### src/rtl/sa_pkg.sv
// Shared types and sizing helpers for the systolic-array output drain.
package sa_pkg;

  localparam int SA_R  = 4;
  localparam int SA_C  = 4;
  localparam int SA_WY = 16;
  localparam int SA_WO = 8;

  // Row counter width: $clog2(r), never narrower than one bit (r=1 still needs a counter bit).
  function automatic int row_w(input int r);
    return (r > 1) ? $clog2(r) : 1;
  endfunction

  localparam int ROW_W = row_w(SA_R);

  typedef logic signed [SA_WY-1:0] acc_t;
  typedef logic signed [SA_WO-1:0] out_t;

  typedef enum logic {
    ST_EMPTY = 1'b0,
    ST_FULL  = 1'b1
  } state_e;

endpackage

### src/rtl/sa_out_drain_sat_clip.sv
// Signed saturate (narrowing) or sign-extend (widening) of one element.
module sat_clip #(
  parameter int WI = 16,
  parameter int WO = 8
) (
  input  logic [WI-1:0] din_i,
  output logic [WO-1:0] dout_o
);

  generate
    if (WO == WI) begin : g_pass
      assign dout_o = din_i;
    end else if (WO > WI) begin : g_ext
      assign dout_o = {{(WO-WI){din_i[WI-1]}}, din_i};
    end else begin : g_clip
      // Value fits when every bit from the sign down to the output sign bit agrees.
      logic [WI-WO:0] top_bits;
      logic           ovf;
      assign top_bits = din_i[WI-1:WO-1];
      assign ovf      = !((&top_bits) || !(|top_bits));
      assign dout_o   = !ovf        ? din_i[WO-1:0] :
                        din_i[WI-1] ? {1'b1, {(WO-1){1'b0}}} :
                                      {1'b0, {(WO-1){1'b1}}};
    end
  endgenerate

endmodule

### src/rtl/sa_out_drain.sv
// Captures a full R x C accumulator tile and streams it out one saturated row
// per AXIS beat. The next tile can be captured on the last beat of the current one.
module sa_out_drain
  import sa_pkg::*;
#(
  parameter int R  = 4,
  parameter int C  = 4,
  parameter int WY = 16,
  parameter int WO = 8
) (
  input  logic              clk,
  input  logic              rstn,
  input  logic              s_valid,
  output logic              s_ready,
  input  logic [R*C*WY-1:0] s_data,
  output logic              m_valid,
  input  logic              m_ready,
  output logic [C*WO-1:0]   m_data,
  output logic              m_last
);

  localparam int RW = row_w(R);
  localparam int RB = C*WY;

  state_e            state_q, state_d;
  logic [RW-1:0]     row_q, row_d;
  logic [R*C*WY-1:0] tile_q, tile_d;
  logic              last_row;
  logic [RB-1:0]     row_data;
  logic [C*WO-1:0]   sat_row;

  assign last_row = (row_q == RW'(R-1));
  assign m_valid  = (state_q == ST_FULL);
  assign m_last   = m_valid && last_row;
  assign m_data   = m_valid ? sat_row : '0;

  // Upstream may hand over a tile when empty or when the final beat is leaving.
  always_comb begin
    s_ready = (state_q == ST_EMPTY) || ((state_q == ST_FULL) && last_row && m_ready);
  end

  // Select the current row out of the shadow buffer.
  always_comb begin
    row_data = '0;
    for (int r = 0; r < R; r++) begin
      if (row_q == RW'(r)) row_data = tile_q[r*RB +: RB];
    end
  end

  // One saturator per column on the selected row.
  generate
    for (genvar c = 0; c < C; c++) begin : g_col
      sat_clip #(.WI(WY), .WO(WO)) u_sat (
        .din_i  (row_data[c*WY +: WY]),
        .dout_o (sat_row[c*WO +: WO])
      );
    end
  endgenerate

  // Next-state: capture, row advance, and return to empty after the last beat.
  always_comb begin
    state_d = state_q;
    row_d   = row_q;
    tile_d  = tile_q;
    case (state_q)
      ST_EMPTY: begin
        if (s_valid) begin
          tile_d  = s_data;
          row_d   = '0;
          state_d = ST_FULL;
        end
      end
      ST_FULL: begin
        if (m_ready) begin
          if (!last_row) begin
            row_d = row_q + 1'b1;
          end else if (s_valid) begin
            tile_d = s_data;
            row_d  = '0;
          end else begin
            row_d   = '0;
            state_d = ST_EMPTY;
          end
        end
      end
      default: begin
        state_d = ST_EMPTY;
        row_d   = '0;
      end
    endcase
  end

  // Control state with synchronous reset.
  always_ff @(posedge clk) begin
    if (!rstn) begin
      state_q <= ST_EMPTY;
      row_q   <= '0;
    end else begin
      state_q <= state_d;
      row_q   <= row_d;
    end
  end

  // Tile buffer needs no reset: it is only read while FULL.
  always_ff @(posedge clk) begin
    tile_q <= tile_d;
  end

endmodule

### config.mk
export PLATFORM = sky130hd
export DESIGN_NAME = sa_out_drain
export DESIGN_NICKNAME = d
export VERILOG_FILES = /design/src/rtl/sa_pkg.sv /design/src/rtl/sa_out_drain_sat_clip.sv /design/src/rtl/sa_out_drain.sv
export SDC_FILE = /design/constraint.sdc
export NUM_CORES = 1
export LEC_CHECK = 0
export ABC_AREA = 1
export BUFFER_PORTS_ARGS = -buffer_cell sky130_fd_sc_hd__buf_2
export CORE_ASPECT_RATIO = 1.1
export CORE_MARGIN = 2
export CORE_UTILIZATION = 47
export DETAILED_ROUTE_END_ITERATION = 6
export GPL_TIMING_DRIVEN = 0
export PLACE_DENSITY = 0.76
export SLEW_MARGIN = 20
export SYNTH_ARGS = -nofsm -noshare
export SYNTH_HDL_FRONTEND = slang
export SYNTH_SLANG_ARGS = --single-unit
### constraint.sdc
create_clock -name clk -period 13.53 [get_ports clk]
set_input_delay 2.0295 -clock clk [delete_from_list [all_inputs] [get_ports clk]]
set_output_delay 2.0295 -clock clk [all_outputs]
set_load 0.02 [all_outputs]
==> results of run 1 <==
registers in the layout (all words and copies together), names as in the netlist:
register and cells:
row_q 2, m_valid 1, tile_q 256
worst max-delay path, stage by stage (launching register included):
cell and delay, ns:
dfxtp_1 0.35, inv_1 0.10, ha_1 0.31, inv_2 0.18
buf_2 0.29, o21ai_0 0.12, o21ai_0 0.17, o21ai_0 0.25
nand3_1 0.16, nand2_1 0.30, a21oi_1 0.26, buf_2 0.20
cells by family (layout without fill, tap and decap cells):
group	Yosys count	after routing
multiplexers	21	21
buffers and inverters	93	445
AO/OA/AOI/OAI	158	158
adder cells (fa/ha/maj)	4	4
flip-flops	259	259
other	0	2
AND/OR/NAND/NOR	355	355
synth_stat cells (all sizes together):
cell / count
a22oi: 21
ha: 4
clkbuf: 4
buf: 37
mux2i: 21
nand2: 240
a21oi: 89
edfxtp: 256
o21ai: 42
a21boi: 5
and2: 1
dfxtp: 3
nor2: 83
nand3: 31
a211oi: 1
inv: 52
routing by layer:
metal	global-route usage, %	wire [µm]
met1	31.3	11900
met2	41.5	14900
met3	3.75	1980
met4	8.92	978
met5	0	13
through the flow:
| step | setup slack [ns] | instances | hold slack [ns] |
|---|---|---|---|
| finish | 8.28 | 1544 | 0.509 |
| global placement | 1.77 | 1484 | 0.486 |
| global route | 8.03 | 1544 | 0.552 |
| CTS | 8.26 | 1542 | 0.510 |
| floorplan | 4.28 | 890 | 0.470 |
| detailed placement | 8.80 | 1495 | 0.502 |
power by group:
group	leakage, µW	internal, µW	switching (µW)
logic	0.00298	83.6	130
clock network	0.000371	362	292
registers	0.00246	936	12.1
worst paths after layout:
path | cells after the start | to | slack (ns)
setup / recovery | 11 | m_data[2] | 8.28
hold / removal | 2 | row_q[1] | 0.51
setup reg to reg | 8 | tile_q[62] | 10.57
hold reg to reg | 2 | row_q[1] | 0.51
final cells by class:
cell class | count | area [µm²]
Timing Repair Buffer | 305 | 1750
Sequential cell | 259 | 7750
Clock buffer | 33 | 698
Buffer | 41 | 294
Multi-Input combinational cell | 538 | 2520
Fill cell | 1839 | 8990
Tap cell | 300 | 375
Clock inverter | 14 | 61.3
Inverter | 52 | 195
Antenna cell | 2 | 5.00
==> flow_metrics.tcl, run 1 <==
set metrics [dict create \
    outcome "finished clean" \
    start_util_pct 47.5 \
    cts_hold_buf 0 \
    fin_crit_ns 5.25 \
    cts_post_setup_buffers_inserted 0 \
    dieWidth_um 148 \
    total_power_uw 1810 \
    rows 58 \
    mostFrequentLayoutCells "buf_2, edfxtp_1, nand2_1" \
    ys_warn_count 0 \
    final_antenna_net_count 0 \
    hold_path.class "flop to flop" \
    via_per_inst 5.14 \
    synth_simple_gate_area_share_pct 12.9 \
    rsz0062_at_grt "no" \
    htree_levels 1 \
    cap_viol_max_count 0 \
    slew_headroom_pct 45.3 \
    synth_top_area_cell "edfxtp_1" \
    critPathLaunch "row_q[0]" \
    required_ns 11.50 \
    antenna_found_initial 3 \
    fin_crit_sh_pct 38.8 \
    yosysTopAreaCellShare_pct 71.5 \
    r2r-start "row_q[1]" \
    dr.pass1.iters 6 \
    die_h_um 163 \
    cts_buffers 27 \
    worst_hold_startpoint "row_q[1]" \
    pin_count 295 \
    finalSetupViolCount 0 \
    layout-drive-gt1-share_pct 31.0 \
    fin_setup_tns_ns 0 \
    yosys.cell_types.count 24 \
    fin_skew_ns 0.0111 \
    synthTopCellsByArea "edfxtp_1, nand2_1, a21oi_1, nor2_1, mux2i_1" \
    vias 7940 \
    critPathKind "flop to output pin" \
    nNetsFinal 1488 \
    synth_top_family_by_area "simple AND/OR/NAND/NOR gates" \
    cts_resized 0 \
    coreArea_um2 22600 \
    cts_tree "done" \
    peakVddDrop_mv 0.111 \
    place_hpwl_um 21600 \
    routabilityCongestion 0.822 \
    final_common_cell "buf_2" \
    grt_max_degree 28 \
    clk_latency_ns 0.53 \
    hold_viol_final 0 \
    synth.area.mux_share_pct 1.96 \
    cts_buffer_depth 3 \
    synth_cells 890 \
    clock-root-buffer "clkbuf_16" \
    powerDensity_nw_per_um2 133 \
    die-area_um2 24100 \
    grt_pass1_vias 8005 \
    overflow 0 \
    dpl_cell_area_um2 12900 \
    synth-seq-cells 259 \
    path_max_fanout 10 \
    avgSynthCellArea_um2 12.1 \
    stdcell_area_um2 13600 \
    synth_fa_ha_area_share_pct 0.466 \
    ys_seq_area_share_pct 72.1 \
    leakagePower_uw 0.00581 \
    routed_wl_um 29800 \
    dr.first_iter.drc_count 638 \
    finish.utilization_pct 60.3 \
    cts.sinks 259 \
    timing.final.max_slew_violations 0 \
    cp-end-kind "output pin" \
    fmax_ghz 0.190 \
    cts.clk_slew.worst_paths_ns 0.06 \
    worstMarginPinSlew_ns 0.818 \
    synth_compound_area_share_pct 8.02 \
    port_buffers 294 \
    area_growth_pct 27.0 \
    netlist_area_um2 10700 \
    grt_pass1_wl_um 43800 \
    worst_setup_path_start_kind "flop" \
    wire_per_inst_um 19.3 \
    drc_errors 0 \
    synth_nets 1154 \
    synthXorXnorAreaFrac_pct 0 \
    track_usage_pct 24.2 \
    critPathArrivalTime_ns 3.22 \
]
(Power assumes the default switching activity.)
==> inputs of run 2 (changes only) <==
Settings changed: ABC_AREA 1 to 0.
Clock period 13.53 ns to 4.8 ns, I/O delays scaled along.
==> flow_metrics.tcl, run 2 <==
set metrics [dict create \
    outcome "finished clean" \
    seq_area_um2 7750 \
    final_antenna_net_count 0 \
    routed_wl_um 29400 \
    antenna_found_initial 12 \
    finish.utilization_pct 61.1 \
    wl_met2_um 14900 \
    worst_setup_path_start_kind "flop" \
    ys.flop_type "edfxtp_1" \
    ys_async_sr_fraction_pct 0 \
    fmax_ghz 0.222 \
    hold_path.class "primary input to flop" \
    dp_slack_ns 0.901 \
    crit_path_cell_trace "inv_1, ha_1, nor2_1, buf_2, buf_2, o211ai_1, nand2_1, nor4_1, a21oi_1, o21ai_0, buf_2" \
    clk_latency_ns 0.55 \
    netlist_area_um2 10600 \
    cts_tree "done" \
    timing.final.max_slew_violations 0 \
    overflow 0 \
    cpMostUsedCell "buf_2" \
    cts_resized 0 \
    cts.clk_slew.worst_paths_ns 0.06 \
    largest_reg_flops 256 \
    synth_edf_count 256 \
    die-area_um2 23800 \
    nNetsFinal 1349 \
    cp-end-kind "output pin" \
    yosysTopAreaCellShare_pct 72.4 \
    synthTopCellsByArea "edfxtp_1, a21oi_1, nand2_1, nand3b_1, o21ai_0" \
    fillers 1761 \
    mostFrequentLayoutCells "buf_2, edfxtp_1, a21oi_1" \
    worst-path-buf-inv 4 \
    place_hpwl_um 21300 \
    yosys.cell_types.count 56 \
    drc_errors 0 \
    fin_crit_ns 4.51 \
    final_common_cell "buf_2" \
    rows 57 \
    vias 7766 \
    multi_input_area_um2 2570 \
    coreArea_um2 22100 \
    rsz0062_at_grt "no" \
    cts_buffers 27 \
    synth_top_area_cell "edfxtp_1" \
    route.met3.wl_um 2480 \
    fin_skew_ns 0.0239 \
    cpPeakStageDelay_ns 0.64 \
    fin_crit_sh_pct 94.0 \
    port_buffers 294 \
    dieWidth_um 147 \
    track_usage_pct 24.1 \
    cts_hold_buf 0 \
    synth_nets 1022 \
    critPathArrivalTime_ns 3.79 \
    cts.sinks 259 \
    powerDensity_nw_per_um2 396 \
    reg2reg_slack_ns 1.11 \
    finalWorstSetupSlack_ns 0.288 \
    wire_per_inst_um 20.9 \
    cap_viol_max_count 0 \
    pin_count 295 \
    htree_levels 1 \
    worstMarginPinSlew_ns 0.902 \
    total_power_uw 5340 \
    dr.first_iter.drc_count 404 \
    required_ns 4.08 \
    grt_pass1_wl_um 43300 \
    via_per_inst 5.51 \
    grt_pass1_vias 7949 \
    grt_max_degree 65 \
    leakagePower_uw 0.00515 \
    peakVddDrop_mv 0.332 \
    ys_warn_count 0 \
    stdcell_area_um2 13500 \
    ys_seq_area_share_pct 72.9 \
    cts_post_setup_buffers_inserted 0 \
    synth_common_cells "edfxtp_1, a21oi_1, nand2_1" \
    whs_ns 0.344 \
    top_register "tile_q" \
    path_max_fanout 10 \
    die_h_um 162 \
    dpl_cell_area_um2 12600 \
    critPathKind "flop to output pin" \
    yosysMostFrequentCell "edfxtp_1" \
    area_growth_pct 27.1 \
    cp_slowest_cell "a21oi_1" \
    avgSynthCellArea_um2 14.0 \
    start_util_pct 48.0 \
    routabilityCongestion 0.877 \
    hold_viol_final 0 \
    wl_met1_um 11000 \
    cts_buffer_depth 3 \
    clock-root-buffer "clkbuf_16" \
    dr.pass1.iters 5 \
    layout-drive-gt1-share_pct 34.8 \
    cp_top_family "compound AO/OA/AOI/OAI gates" \
    finalSetupViolCount 0 \
    slew_headroom_pct 39.6 \
    synth_cells 758 \
    synth-seq-cells 259 \
    top_layer "met5" \
]
-- run 2: cell count changes after synthesis, sizes merged, moves of 21 or more --
| cell | delta |
|---|---|
| mux2i | -21 |
| nand2 | -145 |
| nor2 | -55 |
| nand3b | +42 |
| nand3 | -23 |
| inv | -44 |
-- run 2: final cells by class --
type | count | area share [%]
flip-flops and latches | 259 | 57.4
repair buffers | 298 | 11.7
inverters | 8 | 0.241
multi-input cells | 442 | 19.1
plain buffers | 49 | 2.00
clock inverters | 14 | 1.30
diodes | 10 | 0.185
clock buffers | 35 | 5.38
well taps | 295 | 2.73
-- run 2: kinds of logic (layout without fill, tap and decap cells) --
logic type	Yosys count	after routing	share of synthesized area, %
simple gates	218	218	10.6
other cells	0	10	0
buf+inv	57	404	2.85
flops	259	259	72.9
fa+ha+maj	4	4	0.471
compound gates	220	220	13.1
-- run 2: report_power, final --
part,internal (µW),switching (µW)
clock network,1280,844
logic,216,329
registers,2640,38.2
total,4130,1210
-- run 2: routing by layer --
metal  vias up  GRT usage, %
met5         -             0
met4         6          8.48
met3        76          5.98
met2       378          42.7
met1      3706          28.8
li1       3600             -
-- run 2: per-stage QoR --
| step | TNS [ns] | cells |
|---|---|---|
| after detailed placement | 0 | 1351 |
| after CTS | 0 | 1400 |
| after global routing | 0 | 1406 |
| after global placement | -42.92 | 1347 |
| after floorplan | 0 | 758 |
| final | 0 | 1410 |
-- run 2: path summary, 6_finish.rpt --
| kind | cells past startpoint | from | to |
|---|---|---|---|
| max reg2reg | 9 | row_q[0] | tile_q[58] |
| min reg2reg | 2 | row_q[0] | row_q[0] |
| min | 1 | s_data[195] | tile_q[195] |
| max | 11 | row_q[0] | m_data[28] |
==> inputs of run 3 (changes only) <==
Settings changed: ABC_AREA 0 to 1.
==> flow_metrics.tcl, run 3 (same netlist as run 1, synthesis figures left out) <==
set metrics [dict create \
    grt_pass1_wl_um 42800 \
    fin_skew_ns 0.0126 \
    cpMostUsedCell "o21ai_0" \
    fillers 1771 \
    rows 58 \
    reg2reg_slack_ns 2.56 \
    cts_hold_buf 0 \
    dieWidth_um 148 \
    place_hpwl_um 21100 \
    vias 7936 \
    timing.final.max_slew_violations 0 \
    mostFrequentLayoutCells "buf_2, edfxtp_1, nand2_1" \
    cts.clk_slew.worst_paths_ns 0.07 \
    grt_max_degree 30 \
    worstMarginPinSlew_ns 0.645 \
    layoutNonFillerInstCount 1555 \
    top_register "tile_q" \
    cts_resized 0 \
    finalSetupViolCount 0 \
    hold_viol_final 0 \
    critPathKind "flop to output pin" \
    hold_depth 1 \
    die_h_um 163 \
    cts_buffer_depth 3 \
    dr.first_iter.drc_count 634 \
    cts.sinks 259 \
    dr.pass1.iters 5 \
    powerDensity_nw_per_um2 399 \
    peakVddDrop_mv 0.316 \
    required_ns 4.08 \
    wire_per_inst_um 19.0 \
    dp_slack_ns 1.43 \
    netSwitchingPower_uw 1260 \
    pin_count 295 \
    overflow 0 \
    track_usage_pct 23.9 \
    r2r_cells 8 \
    cap_viol_max_count 0 \
    final_common_cell "buf_2" \
    internal_power_uw 4270 \
    outcome "finished clean" \
    routed_wl_um 29600 \
    combinationalPowerShare_pct 10.8 \
    finalWorstSetupSlack_ns 0.887 \
    cts_tree "done" \
    critPathArrivalTime_ns 3.19 \
    cts_buffers 27 \
    clk_latency_ns 0.54 \
    total_power_uw 5530 \
    switching_share_pct 22.7 \
    fmax_ghz 0.256 \
    cp-end-kind "output pin" \
    grt_pass1_vias 7694 \
    fin_crit_ns 3.91 \
    nNetsFinal 1487 \
    final_antenna_net_count 0 \
    min_to "tile_q[199]" \
    worst_hold_startpoint "s_data[199]" \
    r2r_end "tile_q[246]" \
    cpPeakStageDelay_ns 0.36 \
    start_util_pct 47.5 \
    fin_crit_sh_pct 81.5 \
    die-area_um2 24100 \
    coreArea_um2 22600 \
    dp.cells 1494 \
    port_buffers 294 \
    cp_slowest_cell "dfxtp_2" \
    worst_setup_path_start_kind "flop" \
    path_max_fanout 10 \
    largest_reg_flops 256 \
    rsz0062_at_grt "no" \
    drc_errors 0 \
    slew_headroom_pct 56.5 \
    crit_path_cell_trace "inv_1, ha_1, inv_2, buf_2, o21ai_0, o21ai_0, o21ai_0, inv_1, nand3_1, nand2_1, a21oi_1, buf_2" \
    clock-root-buffer "clkbuf_16" \
    cts_post_setup_buffers_inserted 0 \
    layout-drive-gt1-share_pct 32.2 \
    hold_path.class "primary input to flop" \
    htree_levels 1 \
    area_growth_pct 29.0 \
    antenna_found_initial 13 \
    clock_power_share_pct 41.0 \
    leakagePower_uw 0.00589 \
    via_per_inst 5.10 \
    r2r-start "row_q[1]" \
    seqPwrFrac_pct 48.3 \
    routabilityCongestion 0.822 \
]
-- run 3: cell types whose count changed in the layout (fill, tap and decap cells not counted), sizes merged, moves of 15 or more --
| cell | change |
|---|---|
| a22oi | +19 |
| nand3 | +23 |
| o22ai | -16 |
| nand3b | -42 |
| nor2 | +55 |
| mux2i | +21 |
| inv | +45 |
| clkbuf | -15 |
| nand2 | +145 |
-- run 3: through the flow --
step | hold slack, ns | cell area, µm² | setup TNS (ns) | util [%]
2_1_floorplan | 0.472 | 10800 | -46.66 | -
3_3_place_gp | 0.486 | 12600 | -420.96 | 55.8
3_5_place_dp | 0.497 | 12900 | 0 | 56.8
4_1_cts | 0.340 | 13800 | 0 | 61.1
5_1_grt | 0.332 | 13900 | 0 | 61.2
6_report | 0.352 | 13900 | 0 | 61.2
-- run 3: power groups by stage --
stage	Combinational [µW]	Clock [µW]	Sequential [µW]
finish	595	2270	2670
global route	658	2380	2680
CTS	596	2290	2670
detailed placement	592	0	2720
global placement	549	0	2740
floorplan	315	0	2720
-- run 3: critical path, delay by kind of cell (launching register included) --
family / cells / cell delay, ns
flip-flops: 1 / 0.36
buffers and inverters: 5 / 0.92
adder cells (fa/ha/maj): 1 / 0.29
AND/OR/NAND/NOR: 2 / 0.40
AO/OA/AOI/OAI: 4 / 0.68
-- run 3: worst max-delay path by stage --
| stage | startpoint | endpoint | slack (ns) | cells after the start |
|---|---|---|---|---|
| 2_1_floorplan | row_q[0] | tile_q[0] | -0.18 | 5 |
| 3_3_place_gp | m_ready | tile_q[30] | -1.66 | 3 |
| 3_5_place_dp | row_q[0] | m_data[1] | 1.43 | 12 |
| 4_1_cts | row_q[0] | m_data[1] | 0.86 | 12 |
| 5_1_grt | row_q[0] | m_data[0] | 0.64 | 12 |
| 6_report | row_q[0] | m_data[1] | 0.89 | 12 |
-- run 3: layout make-up --
| cell class | instances | area, µm² | area share [%] |
|---|---|---|---|
| flip-flops and latches | 259 | 7750 | 55.9 |
| repair buffers | 304 | 1700 | 12.3 |
| well taps | 300 | 375 | 2.71 |
| diodes | 12 | 30.0 | 0.217 |
| multi-input cells | 538 | 2540 | 18.3 |
| inverters | 52 | 195 | 1.41 |
| plain buffers | 41 | 307 | 2.21 |
| clock buffers | 31 | 691 | 4.98 |
| clock inverters | 18 | 270 | 1.95 |
-- run 3: per-layer routing --
layer  up-vias  GRT usage [%]  wire, µm
met5         -              0        26
met4         4           11.5      1320
met3        87           4.54      2260
met2       398           39.1     14200
met1      3666           31.0     11800
li1       3781              -         -
